--- src/rtl/adder3_writeback.sv ---
// Writeback stage for the 24-bit modular adder/subtractor: buffers results in a
// 2-entry FIFO, range-checks them and streams them to coefficient RAM.
module adder3_writeback #(
  parameter int ADDR_W = 8,
  parameter int LEN_K  = 128,
  parameter int LEN_D  = 256,
  parameter int KQ     = 3329,
  parameter int DQ     = 8380417
) (
  input  logic              clk,
  input  logic              rst,
  input  logic              start,
  input  logic              mode,
  input  logic [ADDR_W-1:0] base_addr,
  input  logic              in_valid,
  input  logic [23:0]       in_data,
  output logic              in_ready,
  input  logic              mem_ready,
  output logic              wr_en,
  output logic [ADDR_W-1:0] wr_addr,
  output logic [23:0]       wr_data,
  output logic              busy,
  output logic              done,
  output logic              range_err
);

  localparam int CNT_W = ADDR_W + 1;

  typedef enum logic [1:0] {S_IDLE, S_RUN, S_DRAIN, S_DONE} state_t;

  state_t            r_state;
  logic              r_mode;
  logic [ADDR_W-1:0] r_base;
  logic [CNT_W-1:0]  r_acc_cnt;
  logic [CNT_W-1:0]  r_wr_cnt;
  logic              r_busy;
  logic              r_done;
  logic              r_range_err;

  logic [23:0]       r_fifo [2];
  logic              r_wr_ptr;
  logic              r_rd_ptr;
  logic [1:0]        r_count;

  logic [CNT_W-1:0]  w_len;
  logic              w_full;
  logic              w_empty;
  logic              w_push;
  logic              w_pop;
  logic              w_bad;
  logic [CNT_W-1:0]  w_acc_next;
  logic [CNT_W-1:0]  w_wr_next;

  assign w_len   = r_mode ? CNT_W'(LEN_D) : CNT_W'(LEN_K);
  assign w_full  = (r_count == 2'd2);
  assign w_empty = (r_count == 2'd0);

  // Full blocks acceptance even when a pop is pending this cycle.
  assign in_ready = (r_state == S_RUN) && !w_full && (r_acc_cnt < w_len);
  assign w_push   = in_valid && in_ready;

  assign wr_en   = ((r_state == S_RUN) || (r_state == S_DRAIN)) && !w_empty && mem_ready;
  assign w_pop   = wr_en;
  assign wr_data = r_fifo[r_rd_ptr];
  assign wr_addr = r_base + r_wr_cnt[ADDR_W-1:0];

  assign w_acc_next = r_acc_cnt + CNT_W'(w_push);
  assign w_wr_next  = r_wr_cnt + CNT_W'(w_pop);

  // Kyber packs two independent 12-bit lanes; each must be reduced on its own.
  assign w_bad = r_mode ? (32'(in_data) >= DQ)
                        : ((32'(in_data[23:12]) >= KQ) || (32'(in_data[11:0]) >= KQ));

  assign busy      = r_busy;
  assign done      = r_done;
  assign range_err = r_range_err;

  always_ff @(posedge clk or negedge rst) begin
    if (!rst) begin
      r_state     <= S_IDLE;
      r_mode      <= 1'b0;
      r_base      <= '0;
      r_acc_cnt   <= '0;
      r_wr_cnt    <= '0;
      r_busy      <= 1'b0;
      r_done      <= 1'b0;
      r_range_err <= 1'b0;
    end else begin
      r_done <= 1'b0;
      case (r_state)
        S_IDLE: begin
          if (start) begin
            r_mode      <= mode;
            r_base      <= base_addr;
            r_acc_cnt   <= '0;
            r_wr_cnt    <= '0;
            r_range_err <= 1'b0;
            r_busy      <= 1'b1;
            r_state     <= S_RUN;
          end
        end
        S_RUN: begin
          r_acc_cnt <= w_acc_next;
          r_wr_cnt  <= w_wr_next;
          if (w_push && w_bad) begin
            r_range_err <= 1'b1;
          end
          if (w_acc_next == w_len) begin
            r_state <= S_DRAIN;
          end
        end
        S_DRAIN: begin
          r_wr_cnt <= w_wr_next;
          // Last word always leaves from here: no bypass, so the final push pops later.
          if (w_wr_next == w_len) begin
            r_state <= S_DONE;
            r_done  <= 1'b1;
          end
        end
        S_DONE: begin
          r_busy  <= 1'b0;
          r_state <= S_IDLE;
        end
        default: r_state <= S_IDLE;
      endcase
    end
  end

  always_ff @(posedge clk or negedge rst) begin
    if (!rst) begin
      r_fifo[0] <= '0;
      r_fifo[1] <= '0;
      r_wr_ptr  <= 1'b0;
      r_rd_ptr  <= 1'b0;
      r_count   <= 2'd0;
    end else begin
      if (w_push) begin
        r_fifo[r_wr_ptr] <= in_data;
        r_wr_ptr         <= ~r_wr_ptr;
      end
      if (w_pop) begin
        r_rd_ptr <= ~r_rd_ptr;
      end
      r_count <= r_count + 2'(w_push) - 2'(w_pop);
    end
  end

endmodule

--- config.mk ---
export PLATFORM = sky130hd
export DESIGN_NAME = adder3_writeback
export DESIGN_NICKNAME = d
export VERILOG_FILES = /design/src/rtl/adder3_writeback.sv
export SDC_FILE = /design/constraint.sdc
export NUM_CORES = 1
export LEC_CHECK = 0
export ABC_AREA = 0
export CORE_ASPECT_RATIO = 0.6
export CORE_UTILIZATION = 58
export CTS_CLUSTER_SIZE = 24
export DETAILED_ROUTE_END_ITERATION = 8
export PLACE_DENSITY_LB_ADDON = 0.05
export SLEW_MARGIN = 20
export SYNTH_ARGS = -nofsm -noshare
export SYNTH_HDL_FRONTEND = slang
export SYNTH_SLANG_ARGS = --single-unit
--- constraint.sdc ---
create_clock -name clk -period 6.25 [get_ports clk]
set_input_delay 1.5625 -clock clk [delete_from_list [all_inputs] [get_ports clk]]
set_output_delay 1.5625 -clock clk [all_outputs]
set_load 0.005 [all_outputs]
# Yosys cells after proc, flatten, opt, wreduce, memory -nomap -nowiden
# Index checks and enable logic that the tools add are counted.
[word_totals]
out_inout_bits = 37
regBits = 84
in_bits = 38
[op_classes]
reduce_logical = 23
order_cmp = 7
n_bitwise = 4
muxes = 22
eq_ne = 10
addsub = 5
[op_table]
columns = ["op", "count"]
rows = [
  ["24-bit two-way mux", 4],
  ["48-bit bitwise mux", 1],
  ["9-bit case mux with 2 select lines", 2],
  ["24-bit demux with 1-bit select", 1],
  ["12-bit greater-or-equal comparator (second input constant)", 2],
  ["24-bit by 23-bit greater-or-equal comparator with 1-bit output (second input constant)", 1],
  ["9-bit by 1-bit adder with 9-bit output", 2],
  ["9-bit == test", 2],
  ["9-bit two-way mux", 2],
  ["9-bit less-than comparator", 1],
  ["8-bit adder", 1],
  ["2-bit case mux with 4 select lines", 1],
  ["2-bit AND reduction", 4],
  ["1-bit logical AND", 7],
  ["2-bit == test (second input constant)", 3],
  ["1-bit two-way mux", 6],
  ["2-bit two-way mux", 3],
  ["2-bit by 1-bit inequality test with 1-bit output (second input constant)", 3],
  ["3-bit AND reduction", 2],
  ["2-bit nonzero test", 3],
  ["2-bit greater-or-equal comparator (second input constant)", 2],
  ["2-bit logical NOT", 2],
  ["1-bit NOT with 2-bit output", 2],
  ["1-bit case mux with 2 select lines", 2],
  ["other kinds (9)", 12],
]

# Longest topological paths before layout
# Gate-level depths: netlist (run 1).
[logic_depth]
ltp_word = 9
depth_mapped = 17

# Worst setup path before layout (run 1)
# Ideal clock, no wire load.
[synth_timing]
kind = "in2reg"
from = "input mem_ready"
to = "register r_state[1]"
arrival_ps = 3622
n_path_buf = 0
slack_ps = 2500
required_time_ps = 6122
stages = 8
setup_ps = 128
path_cell_list = "o211a_1 -> ha_1 -> ha_1 -> or4_4 -> a211oi_2 -> o2111ai_1 -> a211oi_2 -> mux2_1"
[synth_via]
elab_chain_cells = 5
[synth_rtl]
columns = ["item", "line", "text"]
rows = [
  ["start: declaration", "18", "input logic mem_ready,"],
  ["1-bit logical AND", "62", "assign wr_en = ((r_state == S_RUN) || (r_state == S_DRAIN)) && !w_empty && mem_ready;"],
  ["9-bit by 1-bit adder with 9-bit output", "68", "assign w_wr_next = r_wr_cnt + CNT_W'(w_pop);"],
  ["9-bit == test", "115", "if (w_wr_next == w_len) begin"],
  ["2-bit by 1-bit inequality test with 1-bit output (no line)", "-", ""],
  ["3-bit AND reduction (no line)", "-", ""],
  ["end signal: assignment", "116", "r_state <= S_DONE;"],
  ["end signal: assignment", "122", "r_state <= S_IDLE;"],
  ["end signal: assignment", "124", "default: r_state <= S_IDLE;"],
  ["end: declaration", "31", "state_t r_state;"],
]
# No other way between the ends.
# A chain may end at the register's enable or synchronous reset.

# Worst setup path after layout (run 1)
[layout_timing]
from = "input mem_ready"
to = "output wr_en"
[layout_via]
elab_chain_cells = 1
[layout_rtl]
columns = ["item", "line", "text"]
rows = [
  ["1-bit logical AND", "62", ""],
  ["end: declaration", "19", "output logic wr_en,"],
]
# No other way between the ends.

==> results of run 1 <==
[power groups by stage]
stage               logic [mW]  clock network (mW)  registers (mW)
finish                    1.20               0.488           0.943
global route              1.31               0.517           0.971
CTS                       1.21               0.496           0.940
detailed placement        1.20                   0           0.946
global placement          1.17                   0           0.929
floorplan                0.736                   0           0.863
[state kept, by name, indices dropped and copies added, names as in the netlist, 2 cells and up]
| name | cells |
|---|---|
| r_fifo | 48 |
| r_acc_cnt | 9 |
| r_base | 8 |
| r_wr_cnt | 9 |
| r_count | 2 |
| r_state | 2 |
[placed cells by master (no fill, tap or decap), types with 2 or more instances in the layout]
cell type and n:
a32o_1 4, nor2b_1 2, xnor2_1 12, nor2_1 14, or4_1 2, clkbuf_16 9, nor4_1 6, and4_1 2
nand4_1 6, a211oi_2 2, o21ai_0 14, ha_1 18, a31oi_1 3, nand3_1 6, a21o_1 7, clkdlybuf4s50_1 73
clkinvlp_4 3, a22o_1 10, nand2_1 36, nor3_1 13, clkinv_2 2, dfrtp_1 84, mux2_2 81, inv_1 13
mux2i_1 4, a21oi_1 11, o21bai_1 2, o21ai_1 2
[cell type report]
cell class	count	area, sq um	share of cell area (%)
clock buffer	10	229.0	4.080
inverter	14	52.55	0.9365
tap	104	130.1	2.319
timing repair buffer	75	749.5	13.36
multi-input combinational	284	2307	41.11
sequential	84	2102	37.46
clock inverter	6	41.29	0.7358
[how the worst max path moves through the flow]
stage                     startpoint                endpoint  slack, ns
after floorplan            mem_ready  r_state[1]$_DFFE_PN0P_       2.50
after global placement     mem_ready                   wr_en       1.88
after detailed placement    in_valid  r_state[1]$_DFFE_PN0P_       1.83
after CTS                  mem_ready                   wr_en       1.86
after global routing       mem_ready                   wr_en       1.83
final                      mem_ready                   wr_en       1.88
[critical path: cells and delay by family]
kind                   cells  cell delay, ns
buffers and inverters      2            1.01
AO/OA/AOI/OAI              1            0.24
[logic make-up after synthesis]
kind of cell    Yosys count  synth area share, %
simple gates             98                10.73
mux                      86                21.03
flops                    84                45.88
compound gates           68                10.76
buf+inv                  38                3.769
fa+ha+maj                19                5.352
xor+xnor                 13                2.485
[metal layers]
layer | global-route usage [%] | up-vias | part of all wire (%)
met1 | 38.02 | 1692 | 46
met4 | 9.705 | 0 | 1.8
met3 | 8.312 | 24 | 6.8
met2 | 41.62 | 125 | 45
li1 | - | 1612 | -
met5 | 0 | - | 0
==> results.sh, run 1 <==
export IMPL_clkPwrFrac_pct=18.5
export IMPL_pwr_share_comb_pct=45.7
export IMPL_synth_edf_count=0
export IMPL_grt_pass1_vias=3471
export IMPL_cts_buffer_depth=2
export IMPL_nFillCells=526
export IMPL_worstPathMaxFanout=4
export IMPL_yosys_top_cells_count="84 x dfrtp_1, 81 x mux2_2, 36 x nand2_1"
export IMPL_gp_congestion=0.8985
export IMPL_r2r_end="r_state[1]$_DFFE_PN0P_"
export IMPL_vias=3453
export IMPL_power_density_nw_per_um2=469.1
export IMPL_yosysMostFrequentCell="dfrtp_1"
export IMPL_dieArea_sq_um=8271
export IMPL_start_kind="input pin"
export IMPL_synth_cell_types=56
export IMPL_p_switching_mw=0.8634
export IMPL_ys_ff_latch=84
export IMPL_viasPerCell=5.984
export IMPL_period_needed_ns=4.375
export IMPL_syn_nets=463
export IMPL_cp_end_kind="output port"
export IMPL_syn_inst=406
export IMPL_regToRegStartpoint="r_state[1]$_DFFE_PN0P_"
export IMPL_yosys_area_top_type="dfrtp_1"
export IMPL_path_clk_slew_ns=0.06
export IMPL_synth_main_ff_cell="dfrtp_1"
export IMPL_dp_cells=561
export IMPL_final_max_slew_violation_count=0
export IMPL_final_antenna_net_count=0
export IMPL_maxSlewHeadroom_pct=28.18
export IMPL_grt_pass1_wl_um=17080
export IMPL_totalWireLength_um=10400
export IMPL_hold_depth=1
export IMPL_cts_root_buf="clkbuf_16"
export IMPL_clock_skew_ns=0.005956
export IMPL_rrSetupSlack_ns=2.25
export IMPL_drt_iter0_markers=326
export IMPL_leakage_nw=2.402
export IMPL_antenna_cells=0
export IMPL_stdcell_area_sq_um=5612
export IMPL_rsz0062_at_grt="false"
export IMPL_utilization_pct=75.35
export IMPL_grt_max_degree=85
export IMPL_fin_ws_ns=1.875
export IMPL_cts_buffers=9
export IMPL_ios=75
export IMPL_hold_violations=0
export IMPL_fmax_mhz=228.6
export IMPL_clock_latency_ns=0.34
export IMPL_worstMarginPinSlew_ns=1.077
export IMPL_floorplan_initialDensity_pct=61.53
export IMPL_rows=24
export IMPL_drc_errors=0
export IMPL_grt_ovfl_total=0
export IMPL_synth_top_area_share_pct=45.88
export IMPL_nNetsFinal=525
export IMPL_crit_path_frequent_cell="clkdlybuf4s50_1"
export IMPL_cts_resized_gates=0
export IMPL_hold_path_endpoint="r_fifo[4]$_DFFE_PN0P_"
export IMPL_cts_tree="yes"
export IMPL_hold_ws_ns=0.5019
export IMPL_routedWlPerCell_um=18.02
export IMPL_drive_gt1_share_pct=23.04
export IMPL_min_delay_path_class="reg -> reg"
export IMPL_die_w_um=116.7
export IMPL_instances_no_fill=577
export IMPL_cts_sinks=84
export IMPL_track_usage_pct=27.58
export IMPL_crit_arrival_ns=2.81
export IMPL_vdd_ir_drop_max_mv=0.2449
export IMPL_core_area_sq_um=7447
export IMPL_crit_slowest_cell="clkdlybuf4s50_1"
export IMPL_yosys_top_cells_area="dfrtp_1 46%, mux2_2 20%, ha_1 4.9%"
export IMPL_maxCapViolations=0
export IMPL_timing_final_crit_share_pct=70.00
export IMPL_placed_cell_area_sq_um=5338
export IMPL_dp_hpwl_um=6983
export IMPL_finalPower_mw=2.632
export IMPL_syn_avg_cell_area_sq_um=11.29
export IMPL_netlist_area_sq_um=4582
export IMPL_pre_cts_ws_ns=1.831
export IMPL_htreeDepth=3
export IMPL_die_h_um=70.85
export IMPL_antenna_found_initial=0
export IMPL_cp_cell_sequence="clkdlybuf4s50_1 -> o211a_1 -> clkdlybuf4s50_1"
export IMPL_syn_to_final_growth_pct=22.47
export IMPL_async_flop_share_pct=100.0
export IMPL_cp_data_required_time_ns=4.69
export IMPL_slowest_delay_ns=0.55
export IMPL_cts_setup_buffers=0
export IMPL_critical_path_class="in -> out"
export IMPL_min_from="r_fifo[4]$_DFFE_PN0P_"
export IMPL_dr_pass1_iters=5
export IMPL_power_frac_seq_pct=35.8
export IMPL_tns_ns=0
export IMPL_ys_warn_count=0
export IMPL_swShare_pct=32.80
export IMPL_seq_area_frac_synth_pct=45.88
export IMPL_p_int_mw=1.769
export IMPL_finalSetupViolCount=0
export IMPL_rr_worst_depth=15
export IMPL_cts_hold_buf=0
export IMPL_portBuffers=74
export IMPL_status="complete, no violations"
No activity file was read; power rests on OpenSTA's default activity.
==> run 2: changes to the inputs <==
CORE_UTILIZATION = 49   (was 58)
clock period = 3.7 ns   (was 6.25 ns; I/O delays follow)
==> run 2 against run 1 <==
  * Total power increased by 80%
  * Cell area increased by 3.4%
  * Clock skew grew 0.00063 ns
  * Largest cell class unchanged
==> results.sh, run 2 (synthesis results as in run 1) <==
export IMPL_routedWlPerCell_um=17.48
export IMPL_ios=75
export IMPL_htreeDepth=3
export IMPL_grt_pass1_vias=3421
export IMPL_fmax_mhz=283.4
export IMPL_final_common_cell="dfrtp_1"
export IMPL_vias=3401
export IMPL_maxCapViolations=0
export IMPL_tns_ns=0
export IMPL_crit_arrival_ns=2.60
export IMPL_dieArea_sq_um=9755
export IMPL_portBuffers=74
export IMPL_cts_buffer_depth=2
export IMPL_timing_final_crit_share_pct=95.36
export IMPL_viasPerCell=5.706
export IMPL_power_density_nw_per_um2=818.9
export IMPL_hold_ws_ns=0.5029
export IMPL_final_antenna_net_count=0
export IMPL_leakage_nw=2.509
export IMPL_die_h_um=76.91
export IMPL_cp_data_required_time_ns=2.77
export IMPL_finalPower_mw=4.751
export IMPL_vdd_ir_drop_max_mv=0.4911
export IMPL_rsz0062_at_grt="false"
export IMPL_grt_max_degree=85
export IMPL_period_needed_ns=3.528
export IMPL_worstPathMaxFanout=3
export IMPL_antenna_cells=0
export IMPL_dr_pass1_iters=5
export IMPL_cp_cell_sequence="ha_1 -> a21o_1 -> a21oi_1 -> o21bai_1 -> a21oi_1 -> o21ai_0 -> xnor2_1 -> clkdlybuf4s50_1"
export IMPL_stdcell_area_sq_um=5802
export IMPL_antenna_found_initial=0
export IMPL_rows=26
export IMPL_gp_congestion=0.8960
export IMPL_drt_iter0_markers=230
export IMPL_clock_latency_ns=0.34
export IMPL_path_clk_slew_ns=0.06
export IMPL_cts_root_buf="clkbuf_16"
export IMPL_min_delay_path_class="reg -> reg"
export IMPL_worstMarginPinSlew_ns=0.9219
export IMPL_hold_violations=0
export IMPL_placed_cell_area_sq_um=5443
export IMPL_finalSetupViolCount=0
export IMPL_cts_setup_buffers=0
export IMPL_cts_tree="yes"
export IMPL_drc_errors=0
export IMPL_start_kind="flip-flop"
export IMPL_grt_ovfl_total=0
export IMPL_final_max_slew_violation_count=0
export IMPL_largest_reg_flops=48
export IMPL_cts_sinks=84
export IMPL_layout_common_cells="83 x dfrtp_1, 81 x mux2_2, 73 x clkdlybuf4s50_1, 36 x nand2_1, 18 x ha_1"
export IMPL_critical_path_class="reg -> out"
export IMPL_cts_hold_buf=0
export IMPL_drive_gt1_share_pct=25.21
export IMPL_top_register="r_fifo"
export IMPL_clock_skew_ns=0.006588
export IMPL_grt_pass1_wl_um=17250
export IMPL_status="complete, no violations"
export IMPL_cts_buffers=9
export IMPL_crit_slowest_cell="clkdlybuf4s50_1"
export IMPL_crit_path_frequent_cell="a21oi_1"
export IMPL_maxSlewHeadroom_pct=38.41
export IMPL_nNetsFinal=536
export IMPL_dp_hpwl_um=7188
export IMPL_rrSetupSlack_ns=0.28
export IMPL_syn_to_final_growth_pct=26.62
export IMPL_track_usage_pct=23.00
export IMPL_totalWireLength_um=10420
export IMPL_cp_end_kind="output port"
export IMPL_core_area_sq_um=8783
export IMPL_slowest_delay_ns=0.52
export IMPL_reg_largest_list="r_fifo: 48 flops, r_acc_cnt: 9 flops, r_wr_cnt: 9 flops"
export IMPL_floorplan_initialDensity_pct=52.17
export IMPL_die_w_um=126.8
-- run 2: area by class of cell --
class / count / area (sq um)
clock buffers: 10 / 229.0
clock inverters: 6 / 112.6
fillers: 653 / 2982
inverters: 14 / 52.55
multi-input cells: 284 / 2320
flip-flops and latches: 84 / 2103
well taps: 112 / 140.1
repair buffers: 86 / 844.6
-- run 2: metal layers --
metal | track usage [%] | part of all wire [%] | vias to the layer above
met5 | 0 | 0 | -
met4 | 5.476 | 0.91 | 0
met3 | 6.699 | 5.2 | 10
met2 | 34.23 | 44 | 92
met1 | 32.93 | 50 | 1672
li1 | - | - | 1627
-- run 2: what timing repair did --
| item | in CTS | in global routing |
|---|---|---|
| endpoints found under the setup margin | 0 | 3 |
| endpoints found under the hold margin | 0 | 0 |
| gates resized for setup | 0 | 3 |
-- run 2: worst paths after layout --
kind | startpoint | to | cells after the start
max | r_base[1]$_DFFE_PN0P_ | wr_addr[7] | 8
min | r_fifo[47]$_DFFE_PN0P_ | r_fifo[47]$_DFFE_PN0P_ | 1
max reg2reg | r_mode$_DFFE_PN0P_ | r_state[1]$_DFFE_PN0P_ | 15
min reg2reg | r_fifo[47]$_DFFE_PN0P_ | r_fifo[47]$_DFFE_PN0P_ | 1
max in group asynchronous | rst | r_wr_cnt[2]$_DFFE_PN0P_ | 1
min in group asynchronous | rst | r_acc_cnt[6]$_DFFE_PN0P_ | 1
-- run 2: stage by stage --
stage          cells  setup slack [ns]  util, %
6_report         596            0.1716    66.05
5_1_grt          596           0.01208    66.05
4_1_cts          596            0.1499    65.85
3_5_place_dp     580            0.1248    61.97
3_3_place_gp     580            0.1288    61.97
2_1_floorplan    406            0.3428        -
-- run 2: power by group --
part	switching, mW	internal (mW)	leakage (nW)
registers	0.242	1.30	1.05
clock network	0.377	0.661	0.167
logic	0.868	1.31	1.29
-- run 2: worst max-delay path: cells and delay by family, from the launching register on --
| kind | cells | cell delay (ns) |
|---|---|---|
| fa+ha+maj | 1 | 0.29 |
| compound gates | 5 | 0.89 |
| buf+inv | 1 | 0.52 |
| flops | 1 | 0.39 |
| xor+xnor | 1 | 0.17 |
==> run 3: changes to the inputs <==
SLEW_MARGIN = unset   (was 20)
==> run 3 against run 2 <==
  * Via count is 0.24% lower
  * Non-clock buffer count stayed put
  * Cell area hardly changed
  * Die area stayed put
  * Critical path depth stayed put
  * Count of clock-buffer cells in the layout stayed put
  * Cell count stayed put
  * Total power hardly changed
  * Sequential share of layout area hardly changed
  * Sequential cell count stayed put
  * Critical endpoint unchanged
==> results.sh, run 3 (synthesis results as in run 1) <==
export IMPL_cts_setup_buffers=0
export IMPL_p_int_mw=3.263
export IMPL_cts_buffer_depth=2
export IMPL_crit_slowest_cell="clkdlybuf4s50_1"
export IMPL_tns_ns=0
export IMPL_floorplan_initialDensity_pct=52.17
export IMPL_clock_latency_ns=0.34
export IMPL_worstMarginPinSlew_ns=1.074
export IMPL_instances_no_fill=596
export IMPL_drc_errors=0
export IMPL_dp_hpwl_um=7188
export IMPL_portBuffers=74
export IMPL_path_clk_slew_ns=0.06
export IMPL_p_switching_mw=1.489
export IMPL_min_delay_path_class="reg -> reg"
export IMPL_path_buf_inv=1
export IMPL_placed_cell_area_sq_um=5443
export IMPL_dr_pass1_iters=4
export IMPL_grt_busiest_layer="met2"
export IMPL_clkPwrFrac_pct=21.8
export IMPL_rsz0062_at_grt="false"
export IMPL_start_kind="flip-flop"
export IMPL_grt_max_degree=85
export IMPL_syn_to_final_growth_pct=26.54
export IMPL_core_area_sq_um=8783
export IMPL_hold_ws_ns=0.5026
export IMPL_timing_final_crit_share_pct=95.42
export IMPL_antenna_cells=0
export IMPL_die_h_um=76.91
export IMPL_routedWlPerCell_um=17.50
export IMPL_cp_top_family="compound AO/OA/AOI/OAI gates"
export IMPL_cts_root_buf="clkbuf_16"
export IMPL_cp_end_kind="output port"
export IMPL_track_usage_pct=23.00
export IMPL_grtUsageMet1_pct=32.93
export IMPL_clock_skew_ns=0.004606
export IMPL_finalSetupViolCount=0
export IMPL_htreeDepth=3
export IMPL_layout_common_cells="83 x dfrtp_1, 81 x mux2_2, 73 x clkdlybuf4s50_1, 36 x nand2_1, 18 x ha_1"
export IMPL_largest_reg_flops=48
export IMPL_antenna_found_initial=0
export IMPL_final_antenna_net_count=0
export IMPL_drt_iter0_markers=230
export IMPL_fmax_mhz=283.2
export IMPL_top_register="r_fifo"
export IMPL_pwr_share_comb_pct=45.8
export IMPL_final_max_slew_violation_count=0
export IMPL_die_w_um=126.8
export IMPL_cp_cell_sequence="ha_1 -> a21o_1 -> a21oi_1 -> o21bai_1 -> a21oi_1 -> o21ai_0 -> xnor2_1 -> clkdlybuf4s50_1"
export IMPL_power_frac_seq_pct=32.4
export IMPL_use_met3_pct=6.699
export IMPL_slowest_delay_ns=0.52
export IMPL_leakage_nw=2.508
export IMPL_use_met2_pct=34.23
export IMPL_gp_congestion=0.8960
export IMPL_crit_path_frequent_cell="a21oi_1"
export IMPL_final_common_cell="dfrtp_1"
export IMPL_vdd_ir_drop_max_mv=0.4913
export IMPL_vias=3393
export IMPL_cts_sinks=84
export IMPL_hold_violations=0
export IMPL_nNetsFinal=536
export IMPL_cp_data_required_time_ns=2.77
export IMPL_rows=26
export IMPL_cts_buffers=9
export IMPL_maxSlewHeadroom_pct=28.42
export IMPL_cts_tree="yes"
export IMPL_ios=75
export IMPL_grt_pass1_vias=3421
export IMPL_dieArea_sq_um=9755
export IMPL_grt_pass1_wl_um=17250
export IMPL_worstPathMaxFanout=3
export IMPL_power_density_nw_per_um2=819.5
export IMPL_critical_path_class="reg -> out"
export IMPL_status="complete, no violations"
export IMPL_drive_gt1_share_pct=25.21
export IMPL_viasPerCell=5.693
export IMPL_dp_cells=580
export IMPL_reg_largest_list="r_fifo: 48 flops, r_acc_cnt: 9 flops, r_wr_cnt: 9 flops"
export IMPL_grt_ovfl_total=0
export IMPL_crit_arrival_ns=2.61
export IMPL_totalWireLength_um=10430
export IMPL_swShare_pct=31.33
export IMPL_stdcell_area_sq_um=5798
export IMPL_period_needed_ns=3.531
export IMPL_maxCapViolations=0
## run 3: cell counts in the layout (fill, tap and decap cells not counted)
Identical to the previous run, type by type.
## run 3: path summary, 6_finish.rpt
path | startpoint | endpoint | slack [ns] | depth (start not counted)
setup / recovery | r_base[1]$_DFFE_PN0P_ | wr_addr[7] | 0.17 | 8
hold / removal | r_fifo[47]$_DFFE_PN0P_ | r_fifo[47]$_DFFE_PN0P_ | 0.50 | 1
setup reg to reg | r_mode$_DFFE_PN0P_ | r_state[1]$_DFFE_PN0P_ | 0.29 | 15
hold reg to reg | r_fifo[47]$_DFFE_PN0P_ | r_fifo[47]$_DFFE_PN0P_ | 0.50 | 1
max in group asynchronous | rst | r_wr_cnt[2]$_DFFE_PN0P_ | 2.17 | 1
min in group asynchronous | rst | r_acc_cnt[6]$_DFFE_PN0P_ | 0.77 | 1
## run 3: through the flow
stage | util [%] | total power [mW] | worst slack [ns]
final | 66.01 | 4.752 | 0.1693
after global routing | 66.01 | 5.050 | 0.01208
after CTS | 65.85 | 4.781 | 0.1499
after detailed placement | 61.97 | 3.710 | 0.1248
after global placement | 61.97 | 3.641 | 0.1288
after floorplan | - | 2.701 | 0.3428
## run 3: repair_timing
item	CTS	global route
setup endpoints to repair	0	3
hold buffers	0	0
gates resized for setup	0	3
## run 3: layout make-up
| type | count | area, sq um |
|---|---|---|
| clock buffers | 10 | 229.0 |
| well taps | 112 | 140.1 |
| repair buffers | 86 | 840.8 |
| inverters | 14 | 52.55 |
| clock inverters | 6 | 112.6 |
| multi-input cells | 284 | 2320 |
| fillers | 653 | 2985 |
| flip-flops and latches | 84 | 2103 |
## run 3: power groups by stage
stage,Clock (mW),Combinational (mW),Sequential (mW)
after CTS,1.06,2.19,1.54
final,1.04,2.17,1.54
after global placement,0,2.12,1.52
after floorplan,0,1.24,1.46
after detailed placement,0,2.16,1.55
after global routing,1.10,2.36,1.59
## run 3: routing by layer
layer | vias to the layer above | part of all wire, %
li1 | 1626 | -
met1 | 1681 | 50
met2 | 78 | 45
met3 | 8 | 4.8
met4 | 0 | 0.99
met5 | - | 0
==> RTL change (flow settings as in run 3) <==
The parameter `ADDR_W` goes from 8 to 10.
--- a/src/rtl/adder3_writeback.sv
+++ b/src/rtl/adder3_writeback.sv
@@ -3,3 +3,3 @@
 module adder3_writeback #(
-  parameter int ADDR_W = 8,
+  parameter int ADDR_W = 10,
   parameter int LEN_K  = 128,
Ports: changed (resized base_addr and wr_addr); port bits go from 75 to 79. The function was not compared with the original's and may differ.
==> RTL change against run 3 <==
Worst setup slack got worse by 0.026 ns. Synthesized area rose by 8.3%. Combinational power rose by 8%. Via count rose by 13%. Sequential cell count rose by 6. Critical path depth rose by 4. Clock power fell by 15%. Total power rose by 1.1%. Wire length rose by 13%. Design area rose by 11%. Register-to-register slack got worse by 0.12 ns. Die area rose by 8.1%. Count of clock-buffer cells in the layout rose by 2. Global-route usage rose by 0.21 points. Critical path type is now input pin to flop. Critical endpoint is now r_state[1]. Largest power group unchanged.
==> RTL change: results (changes against run 3) <==
- Status: finished, final reports clean
- Crit path launch: mem_ready
- Setup violators final: 0 (unchanged)
- Switch share: 33.1% (+1.8 points)
- Met2 Wirelength: 4920 µm (+6.0%)
- Biggest regs: r_fifo x48, r_acc_cnt x11, r_wr_cnt x11
- Mapped Cells: 448 (+10%)
- Yosys cell types: 58 (+3.6%)
- Post-layout nets: 617 (+15%)
- Multiplexer share of the synthesized area: 20.4% (-0.58 points)
- Sequential share of the synthesized area: 45.4% (-0.49 points)
- DP HPWL: 8520 µm (+18%)
- Via density: 5.51 (-3.2%)
- Net Count, Synth: 509 (+9.9%)
- Via count: 3834 (+13%)
- Fill cell count: 778 (+19%)
- Worst-path fanout max: 3 (unchanged)
- Adder-cell share of the synthesized area: 5.45% (+0.094 points)
- Vias in the first global route: 3673 (+7.4%)
- Hold Startpoint: r_rd_ptr
- Post-synthesis xor/xnor area fraction: 3.71% (+1.2 points)
- Slowest-stage cell, CP: clkdlybuf4s50_1
- Slew @ Worst Pin: 0.933 ns (-0.140 ns)
- IR drop worst, VDD: 0.380 mV (-23%)
- CP max stage delay: 0.47 ns (-0.05 ns)
- CTS max path bufs: 2 (unchanged)
- Metal-1 WL: 6030 µm (+16%)
- Met3 Wirelength: 772 µm (+55%)
- Dpl cells: 675 (+16%)
- WL final: 11800 µm (+13%)
- Compound-cell area share of the yosys netlist: 11.0% (+0.23 points)
- Largest net degree at the start of global routing: 56 (-34%)
- Period Utilization, post-route: 96.1% (+0.71 points)
- Synth area leaders: dfrtp_1 45%, mux2_2 10%, mux2_1 9.3%
- Commonest cells post-synth: 90 x dfrtp_1, 46 x mux2_2, 41 x mux2_1
- Share of cells above drive strength 1: 22.5% (-2.7 points)
- RR Startpoint: r_mode
- 1st-iter DRT viols: 211 (-8.3%)
- Final worst clock skew: 0.00634 ns (+0.00173 ns)
- DRT Pass-1 Iters: 5 (+1)
- Asr flop ratio synth: 100% (unchanged)
- Later-pin clock latency in the skew report: 0.34 ns (about the same)
- Global Route Usage Sum: 23.2% (+0.21 points)
- Reported leakage power: 2.88 nW (+15%)
- R2r setup slk: 0.17 ns (-0.12 ns)
- Critical path arrival: 3.78 ns (+1.17 ns)
- Placer Congestion: 0.927 (+3.5%)
- Worst path top cell family by delay: simple AND/OR/NAND/NOR gates
- First-pass GRT wire length: 18800 µm (+8.9%)
- IO Port Bufs: 78 (+5.4%)
- Pre-CTS setup slack: -0.175 ns (-0.299 ns)
## RTL change: changes by cell type after synthesis, moves of 4 or more
cell | before | now
mux2_1 | 1 | 41
mux2_2 | 81 | 46
nor3_1 | 13 | 6
nor2_1 | 14 | 21
buf_2 | 12 | 8
xor2_1 | 1 | 6
dfrtp_1 | 84 | 90
a21o_1 | 7 | 3
o21ai_0 | 14 | 26
## RTL change: stage by stage
step,TNS (ns),hold slack [ns],cell area (µm²)
after floorplan,0,0.454,4960
after global placement,-0.108,0.460,6090
after detailed placement,-0.175,0.458,6090
after CTS,0,0.471,6410
after global routing,-0.0714,0.500,6450
final,0,0.465,6450
## RTL change: power by group through the flow
stage	sequential [mW]	clock, mW	combinational, mW
2_1_floorplan	1.52	0	1.27
3_3_place_gp	1.56	0	2.24
3_5_place_dp	1.58	0	2.29
4_1_cts	1.57	0.915	2.33
5_1_grt	1.61	0.945	2.54
6_report	1.57	0.888	2.34
## RTL change: cells by family after synthesis
kind of cell    count (synthesis)
compound gates                 82
xor+xnor                       21
fa+ha+maj                      21
buf+inv                        40
flops                          90
mux                            90
simple gates                  104
## RTL change: worst reg2reg max path, cell delays in order, from the launching register on
cell and delay, ns:
dfrtp_1 0.34, inv_1 0.06, ha_1 0.20, nor4b_2 0.20, nand2_1 0.14, a21oi_2 0.15
nand2_1 0.10, inv_2 0.07, ha_2 0.18, nand2_1 0.08, or4_4 0.55, mux2_4 0.31
o32a_1 0.18, o31a_1 0.32, nor3_2 0.15, mux2_1 0.35
## RTL change: layer usage
metal | up-vias | track usage, %
met1 | 1861 | 34.2
met4 | 0 | 5.70
met2 | 126 | 33.3
met5 | - | 0
li1 | 1840 | -
met3 | 7 | 6.48
## RTL change: path summary, 6_finish.rpt
path,end,cells past startpoint
setup / recovery,r_state[1],12
hold / removal,r_rd_ptr,1
setup reg to reg,r_state[1],15
hold reg to reg,r_rd_ptr,1
max in group asynchronous,r_acc_cnt[4],2
min in group asynchronous,r_wr_cnt[5],1
## RTL change: final cells by class
type	count	area [µm²]	share of cell area, %
multi-input cells	318	2580	40.0
repair buffers	121	1100	17.1
clock inverters	4	33.8	0.524
clock buffers	12	256	3.98
inverters	16	60.1	0.931
flip-flops and latches	90	2250	34.9
well taps	135	169	2.62
## RTL change: what timing repair did
item / CTS / global route
endpoints found under the setup margin: 4 / 5
setup buffers: 2 / 3
pin swaps: 4 / 8
gates resized for setup: 8 / 11
hold buffers: 0 / 0
